`config.mk`:
```
export PLATFORM = sky130hd
export DESIGN_NAME = rgb2ycbcr_pipe
export DESIGN_NICKNAME = d
export VERILOG_FILES = /design/src/rtl/rgb2ycbcr_pipe.sv
export SDC_FILE = /design/constraint.sdc
export NUM_CORES = 1
export LEC_CHECK = 0
export BUFFER_PORTS_ARGS = -buffer_cell sky130_fd_sc_hd__buf_2
export CORE_ASPECT_RATIO = 0.9
export CORE_MARGIN = 2
export CORE_UTILIZATION = 50
export CTS_BUF_LIST = sky130_fd_sc_hd__clkbuf_8
export CTS_CLUSTER_SIZE = 25
export DETAILED_ROUTE_END_ITERATION = 8
export PLACE_DENSITY = 0.67
export SYNTH_ARGS = -nofsm -noshare
export SYNTH_HDL_FRONTEND = slang
export SYNTH_SLANG_ARGS = --single-unit
```
`constraint.sdc`:
```
create_clock -name clk -period 5.8 [get_ports clk]
set_input_delay 1.74 -clock clk [delete_from_list [all_inputs] [get_ports clk]]
set_output_delay 1.74 -clock clk [all_outputs]
set_load 0.1 [all_outputs]
```
`src/rtl/rgb2ycbcr_pipe.sv`:
```
// rgb2ycbcr_pipe: 3-stage RGB565/888 to gray/YCbCr/binary/bypass converter with per-frame luma stats
module rgb2ycbcr_pipe #(
  parameter int IN_FMT = 0,
  parameter int SUM_W = 32,
  parameter int CNT_W = 22,
  localparam int DW = (IN_FMT == 1) ? 24 : 16
) (
  input  logic             clk,
  input  logic             rst_n,
  input  logic [1:0]       cfg_mode,
  input  logic [7:0]       cfg_thresh,
  input  logic             RGB_de,
  input  logic             RGB_hsync,
  input  logic             RGB_vsync,
  input  logic [DW-1:0]    RGB_data,
  output logic             out_de,
  output logic             out_hsync,
  output logic             out_vsync,
  output logic [23:0]      out_data,
  output logic [SUM_W-1:0] lum_sum,
  output logic [CNT_W-1:0] lum_cnt,
  output logic             lum_valid
);
  logic [7:0] r, g, b;
  if (IN_FMT == 1) begin : g_888
    assign {r, g, b} = RGB_data;
  end else begin : g_565
    assign r = {RGB_data[15:11], RGB_data[13:11]};
    assign g = {RGB_data[10:5], RGB_data[6:5]};
    assign b = {RGB_data[4:0], RGB_data[2:0]};
  end
  logic vs_q, rise;
  logic [1:0] act_mode_q, mode_d;
  logic [7:0] act_thresh_q, thresh_d;
  logic signed [17:0] rs, gs, bs;
  logic signed [17:0] p_d [9];
  logic signed [17:0] p_q [9];
  logic [1:0] m1_q, m2_q;
  logic [7:0] t1_q, t2_q;
  logic [23:0] rgb1_q, rgb2_q;
  logic [2:0] sync1_q, sync2_q, sync3_q;
  logic signed [9:0] y2_q, cb2_q, cr2_q;
  logic [7:0] y_c, cb_c, cr_c, y3_q;
  logic [23:0] data_d, data3_q;
  // the edge that starts a frame also selects the settings for its own pixel
  assign rise = RGB_vsync & ~vs_q;
  assign mode_d = rise ? cfg_mode : act_mode_q;
  assign thresh_d = rise ? cfg_thresh : act_thresh_q;
  assign rs = {10'd0, r};
  assign gs = {10'd0, g};
  assign bs = {10'd0, b};
  always_comb begin
    p_d[0] = 18'sd77 * rs;
    p_d[1] = 18'sd150 * gs;
    p_d[2] = 18'sd29 * bs;
    p_d[3] = -18'sd43 * rs;
    p_d[4] = -18'sd85 * gs;
    p_d[5] = 18'sd128 * bs;
    p_d[6] = 18'sd128 * rs;
    p_d[7] = -18'sd107 * gs;
    p_d[8] = -18'sd21 * bs;
  end
  function automatic logic [7:0] clamp(input logic signed [9:0] v);
    return v[9] ? 8'd0 : (v[8] ? 8'hFF : v[7:0]);
  endfunction
  always_comb begin
    y_c = clamp(y2_q);
    cb_c = clamp(cb2_q);
    cr_c = clamp(cr2_q);
    data_d = m2_q == 2'd0 ? {y_c, y_c, y_c} :
             m2_q == 2'd1 ? {y_c, cb_c, cr_c} :
             m2_q == 2'd2 ? {24{y_c >= t2_q}} : rgb2_q;
  end
  always_ff @(posedge clk) begin
    if (!rst_n) begin
      vs_q <= 1'b0;
      act_mode_q <= 2'd0;
      act_thresh_q <= 8'd128;
      p_q <= '{default: '0};
      m1_q <= '0;
      m2_q <= '0;
      t1_q <= '0;
      t2_q <= '0;
      rgb1_q <= '0;
      rgb2_q <= '0;
      sync1_q <= '0;
      sync2_q <= '0;
      sync3_q <= '0;
      y2_q <= '0;
      cb2_q <= '0;
      cr2_q <= '0;
      y3_q <= '0;
      data3_q <= '0;
    end else begin
      vs_q <= RGB_vsync;
      act_mode_q <= mode_d;
      act_thresh_q <= thresh_d;
      p_q <= p_d;
      m1_q <= mode_d;
      t1_q <= thresh_d;
      rgb1_q <= {r, g, b};
      sync1_q <= {RGB_de, RGB_hsync, RGB_vsync};
      y2_q <= 10'((p_q[0] + p_q[1] + p_q[2] + 18'sd128) >>> 8);
      cb2_q <= 10'((p_q[3] + p_q[4] + p_q[5] + 18'sd32896) >>> 8);
      cr2_q <= 10'((p_q[6] + p_q[7] + p_q[8] + 18'sd32896) >>> 8);
      m2_q <= m1_q;
      t2_q <= t1_q;
      rgb2_q <= rgb1_q;
      sync2_q <= sync1_q;
      y3_q <= y_c;
      data3_q <= sync2_q[2] ? data_d : 24'd0;
      sync3_q <= sync2_q;
    end
  end
  assign {out_de, out_hsync, out_vsync} = sync3_q;
  assign out_data = data3_q;
  logic ovs_q, armed_q, o_rise, valid_q;
  logic [SUM_W:0] acc_w;
  logic [CNT_W:0] cnt_w;
  logic [SUM_W-1:0] acc_q, acc_d, sum_q;
  logic [CNT_W-1:0] cnt_q, cnt_d, lcnt_q;
  always_comb begin
    acc_w = {1'b0, acc_q} + {{(SUM_W - 7){1'b0}}, sync3_q[2] ? y3_q : 8'd0};
    cnt_w = {1'b0, cnt_q} + {{CNT_W{1'b0}}, sync3_q[2]};
    acc_d = acc_w[SUM_W] ? '1 : acc_w[SUM_W-1:0];
    cnt_d = cnt_w[CNT_W] ? '1 : cnt_w[CNT_W-1:0];
    o_rise = sync3_q[0] & ~ovs_q;
  end
  // the first output frame edge after reset only arms, so a partial frame is never reported
  always_ff @(posedge clk) begin
    if (!rst_n) begin
      ovs_q <= 1'b0;
      armed_q <= 1'b0;
      valid_q <= 1'b0;
      acc_q <= '0;
      cnt_q <= '0;
      sum_q <= '0;
      lcnt_q <= '0;
    end else begin
      ovs_q <= sync3_q[0];
      valid_q <= o_rise & armed_q;
      if (o_rise) begin
        armed_q <= 1'b1;
        acc_q <= '0;
        cnt_q <= '0;
        if (armed_q) begin
          sum_q <= acc_d;
          lcnt_q <= cnt_d;
        end
      end else begin
        acc_q <= acc_d;
        cnt_q <= cnt_d;
      end
    end
  end
  assign lum_sum = sum_q;
  assign lum_cnt = lcnt_q;
  assign lum_valid = valid_q;
endmodule

```
==> summary.md <==
| Metric | Value |
|---|---|
| Status | finished clean |
| Max FO, Critical Path | 7 |
| Row count | between 60 and 70 |
| Reg power frac | 0.317 |
| Slew Limit Fails | 0 |
| Hold_ws | 432 ps |
| Ports | ~110 |
| Final hold vios | 0 |
| Clock buffer count from CTS | between 50 and 60 |
| CP max stage cell | fa_1 |
| Avg Vias per Cell | ~5.3 |
| Yosys cell types | 78 |
| #FFs+latches synth | between 300 and 400 |
| First-pass GRT wire length | 74400 µm |
| CP endpoint kind | flop |
| GRT overflow | 0 |
| Skew final | roughly 38 ps |
| Share of the synthesized area in the top cell type | 0.323 |
| RD Place Congestion | between 0.8 and 0.9 |
| Largest net degree at the start of global routing | 78 |
| DRT iter0 DRCs | 773 |
| Clock latency on the worst-skew pair | 660 ps |
| Worst endpoint data arrival time | around 5400 ps |
| Post_cts resized | 0 |
| Combinational power share | 0.416 |
| Sw Share | 0.372 |
| Reg clk slew, reported paths | 60 ps |
| Mapped Nets | around 2600 |
| TritonCTS clock tree | done |
| Net Switching | around 3200 µW |
| Final #Nets | 2723 |
| WL per Instance | 16.0 µm |
| Layout cell share with drive strength beyond 1 | 0.111 |
| Internal Power | ~5400 µW |
| Post-synthesis async set-or-reset flop share | 0 |
| Design area | between 20000 and 25000 µm² |
| Actual slew at the worst max-slew pin | ~1200 ps |
| Crit share post-route | 0.850 |
| CP peak stage delay | roughly 540 ps |
| Clk sinks | roughly 330 |
| Critical path, cell by cell | buf_2 -> inv_1 -> ha_1 -> fa_1 -> fa_1 -> fa_1 -> inv_1 -> ha_1 -> a21o_1 -> a21oi_1 -> o21ai_0 -> a21o_1 -> a21o_1 -> mux2i_1 |
| Die Wd | between 200 and 250 µm |
| # diodes | 0 |
| DRT Wirelength | 45200 µm |
| Peak VDD IR | approximately 0.00025 V |
| Power Total | ~8600 µW |
| Area growth from synthesis to layout | 11.7% |
| Vias in the first global route | roughly 15000 |
| Initial antenna violation count | 1 |
| Fillers | around 3500 |
| Mapped cell area | 20200 µm² |
| Top cell family by delay on the critical path | adder cells |
| Core Box Area | ~40000 µm² |
| P_leak | approximately 0.011 µW |
| Via Count | between 10000 and 15000 |
| Port Buf Inserts | roughly 110 |
| Initial core utilization | 0.509 |
| Placed inst area | between 20000 and 25000 µm² |
| Yosys warns | 0 |
| Power per Cell Area | about 380 nW/µm² |
| Final Setup Violations | 0 |
| Detailed-placement wirelength estimate | approximately 35000 µm |
| Clock Path Buffers | 3 |
| Critical Path RT | roughly 6300 ps |
| Max_slew headroom | 0.217 |
| RSZ-0062 raised after global routing | no |
| Die Y-Extent | a little under 200 µm |
| Final setup margin | slightly below 900 ps |
| H-tree depth | 2 |
| Sequential area share after synthesis | 0.323 |
| Die ar. | between 40000 and 50000 µm² |
| Gr usage total | 0.217 |
| Min-Delay Path Class | flop to flop |
| Fmax | between 200 and 250 MHz |
| Share of total power in the clock network | 0.267 |
| Leading area contributor after synthesis | dfxtp_1 |
| Ys flop type | dfxtp_1 |
| Syn Inst Count | about 2100 |
| Root buf cell | clkbuf_8 |
| EDFF count, synth | 0 |
| Final antenna-violating net count | 0 |
| Worst Setup Start Kind | input port |
| CP Class | input port to flop |
| # hold bufs at CTS | 0 |
| MaxCap Viol Count | 0 |
| Post-CTS Setup Bufs | 0 |
| Area contributors post-synth | dfxtp_1, ha_1, fa_1 |
| 1st-pass router iterations | 7 |
| Worst Path Buf+Inv | 3 |
| Tmin final | 4930 ps |
| Setup TNS | 0 ps |
| Pre-CTS setup slack | approximately 210 ps |
| Residual DRC | 0 |
| Syn_area_per_cell | ~9.5 µm² |
==> cells in the final DEF (no fill, tap or decap), drive strengths merged, types with 6 or more instances in the layout <==
cell	n
nor2	267
inv	194
buf	132
and4	6
nand3	34
and3	23
or3	7
a21oi	112
clkbuf	71
nor3	52
clkinv	10
nand4	22
nor2b	16
a21o	32
nand2b	22
fa	85
o21a	22
o21ai	70
a31oi	13
a211o	6
a311oi	17
a211oi	33
o31ai	8
xor2	35
dfxtp	326
xnor2	75
a2111oi	9
nand2	94
ha	350
and2	68
o21bai	11
mux2i	14
==> path summary, 6_finish.rpt <==
| kind | start | end | slack, ps | cells after the start |
|---|---|---|---|---|
| max | RGB_data[7] | p_q[32] | 870 | 14 |
| min | rgb1_q[13] | rgb2_q[13] | 430 | 1 |
| max reg2reg | p_q[75] | y2_q[7] | 2050 | 10 |
| min reg2reg | rgb1_q[13] | rgb2_q[13] | 430 | 1 |
==> cell families (layout without fill, tap and decap cells) <==
group	count (synthesis)	in the layout	synth area share
AO/OA/AOI/OAI	372	372	0.125
flip-flops	326	326	0.323
buffers and inverters	248	412	0.0471
AND/OR/NAND/NOR	630	630	0.149
multiplexers	14	14	0.00694
adder cells (fa/ha/maj)	435	435	0.301
XOR/XNOR	110	110	0.0477
==> cells in the mapped netlist (5+ instances only) <==
master / number
a21oi_1: 108
xor2_1: 35
a2111oi_0: 6
and2_1: 68
a211oi_1: 27
clkbuf_1: 56
o21a_1: 22
fa_1: 85
nand2_1: 93
dfxtp_1: 326
o21bai_1: 11
a31oi_1: 13
nand4_1: 20
or2_2: 5
nand3_1: 33
a21o_1: 32
o21ai_0: 69
mux2i_1: 14
inv_1: 181
o31ai_1: 8
nor2_1: 264
ha_1: 350
a311oi_1: 17
nand2b_1: 22
and3_1: 23
o22ai_1: 5
xnor2_1: 75
and4_1: 5
nor2b_1: 16
nor3_1: 52
a211o_1: 6
or3_1: 6
==> metal layers <==
metal | track usage | vias to the layer above | wire, µm
met5 | 0 | - | 0
met4 | 0.0493 | 0 | 709
met3 | 0.0382 | 54 | 1970
met2 | 0.350 | 281 | 20000
met1 | 0.304 | 7049 | 22500
li1 | - | 7569 | -
==> flip-flops by register name, indices dropped and copies added, names as in the netlist, 5 cells and up <==
register	cells
cb2_q	10
rgb2_q	16
rgb1_q	5
y3_q	8
acc_q	32
y2_q	10
lum_cnt	22
lum_sum	32
cnt_q	22
t2_q	8
out_data	24
p_q	102
act_thresh_q	8
cr2_q	10
==> power groups by stage <==
| stage | logic, µW | registers, µW | clock network [µW] |
|---|---|---|---|
| 5_1_grt | 4050 | 2750 | 2440 |
| 3_3_place_gp | 3430 | 2770 | 0 |
| 6_report | 3560 | 2720 | 2290 |
| 4_1_cts | 3550 | 2720 | 2340 |
| 3_5_place_dp | 3510 | 2770 | 0 |
| 2_1_floorplan | 2650 | 2760 | 0 |
==> through the flow <==
| stage | util | instances |
|---|---|---|
| after floorplan | - | 2135 |
| after global placement | 0.537 | 2732 |
| after detailed placement | 0.537 | 2732 |
| after CTS | 0.569 | 2831 |
| after global routing | 0.569 | 2831 |
| final | 0.569 | 2831 |
==> final cells by class <==
type	instances	area (µm²)	area share
clock inverter	28	272	0.0120
clock buffer	71	977	0.0433
multi-input combinational	1561	12700	0.564
timing repair buffer	132	713	0.0316
tap	532	666	0.0295
sequential	326	6530	0.289
inverter	181	682	0.0302
No activity file was read; power rests on OpenSTA's default activity.
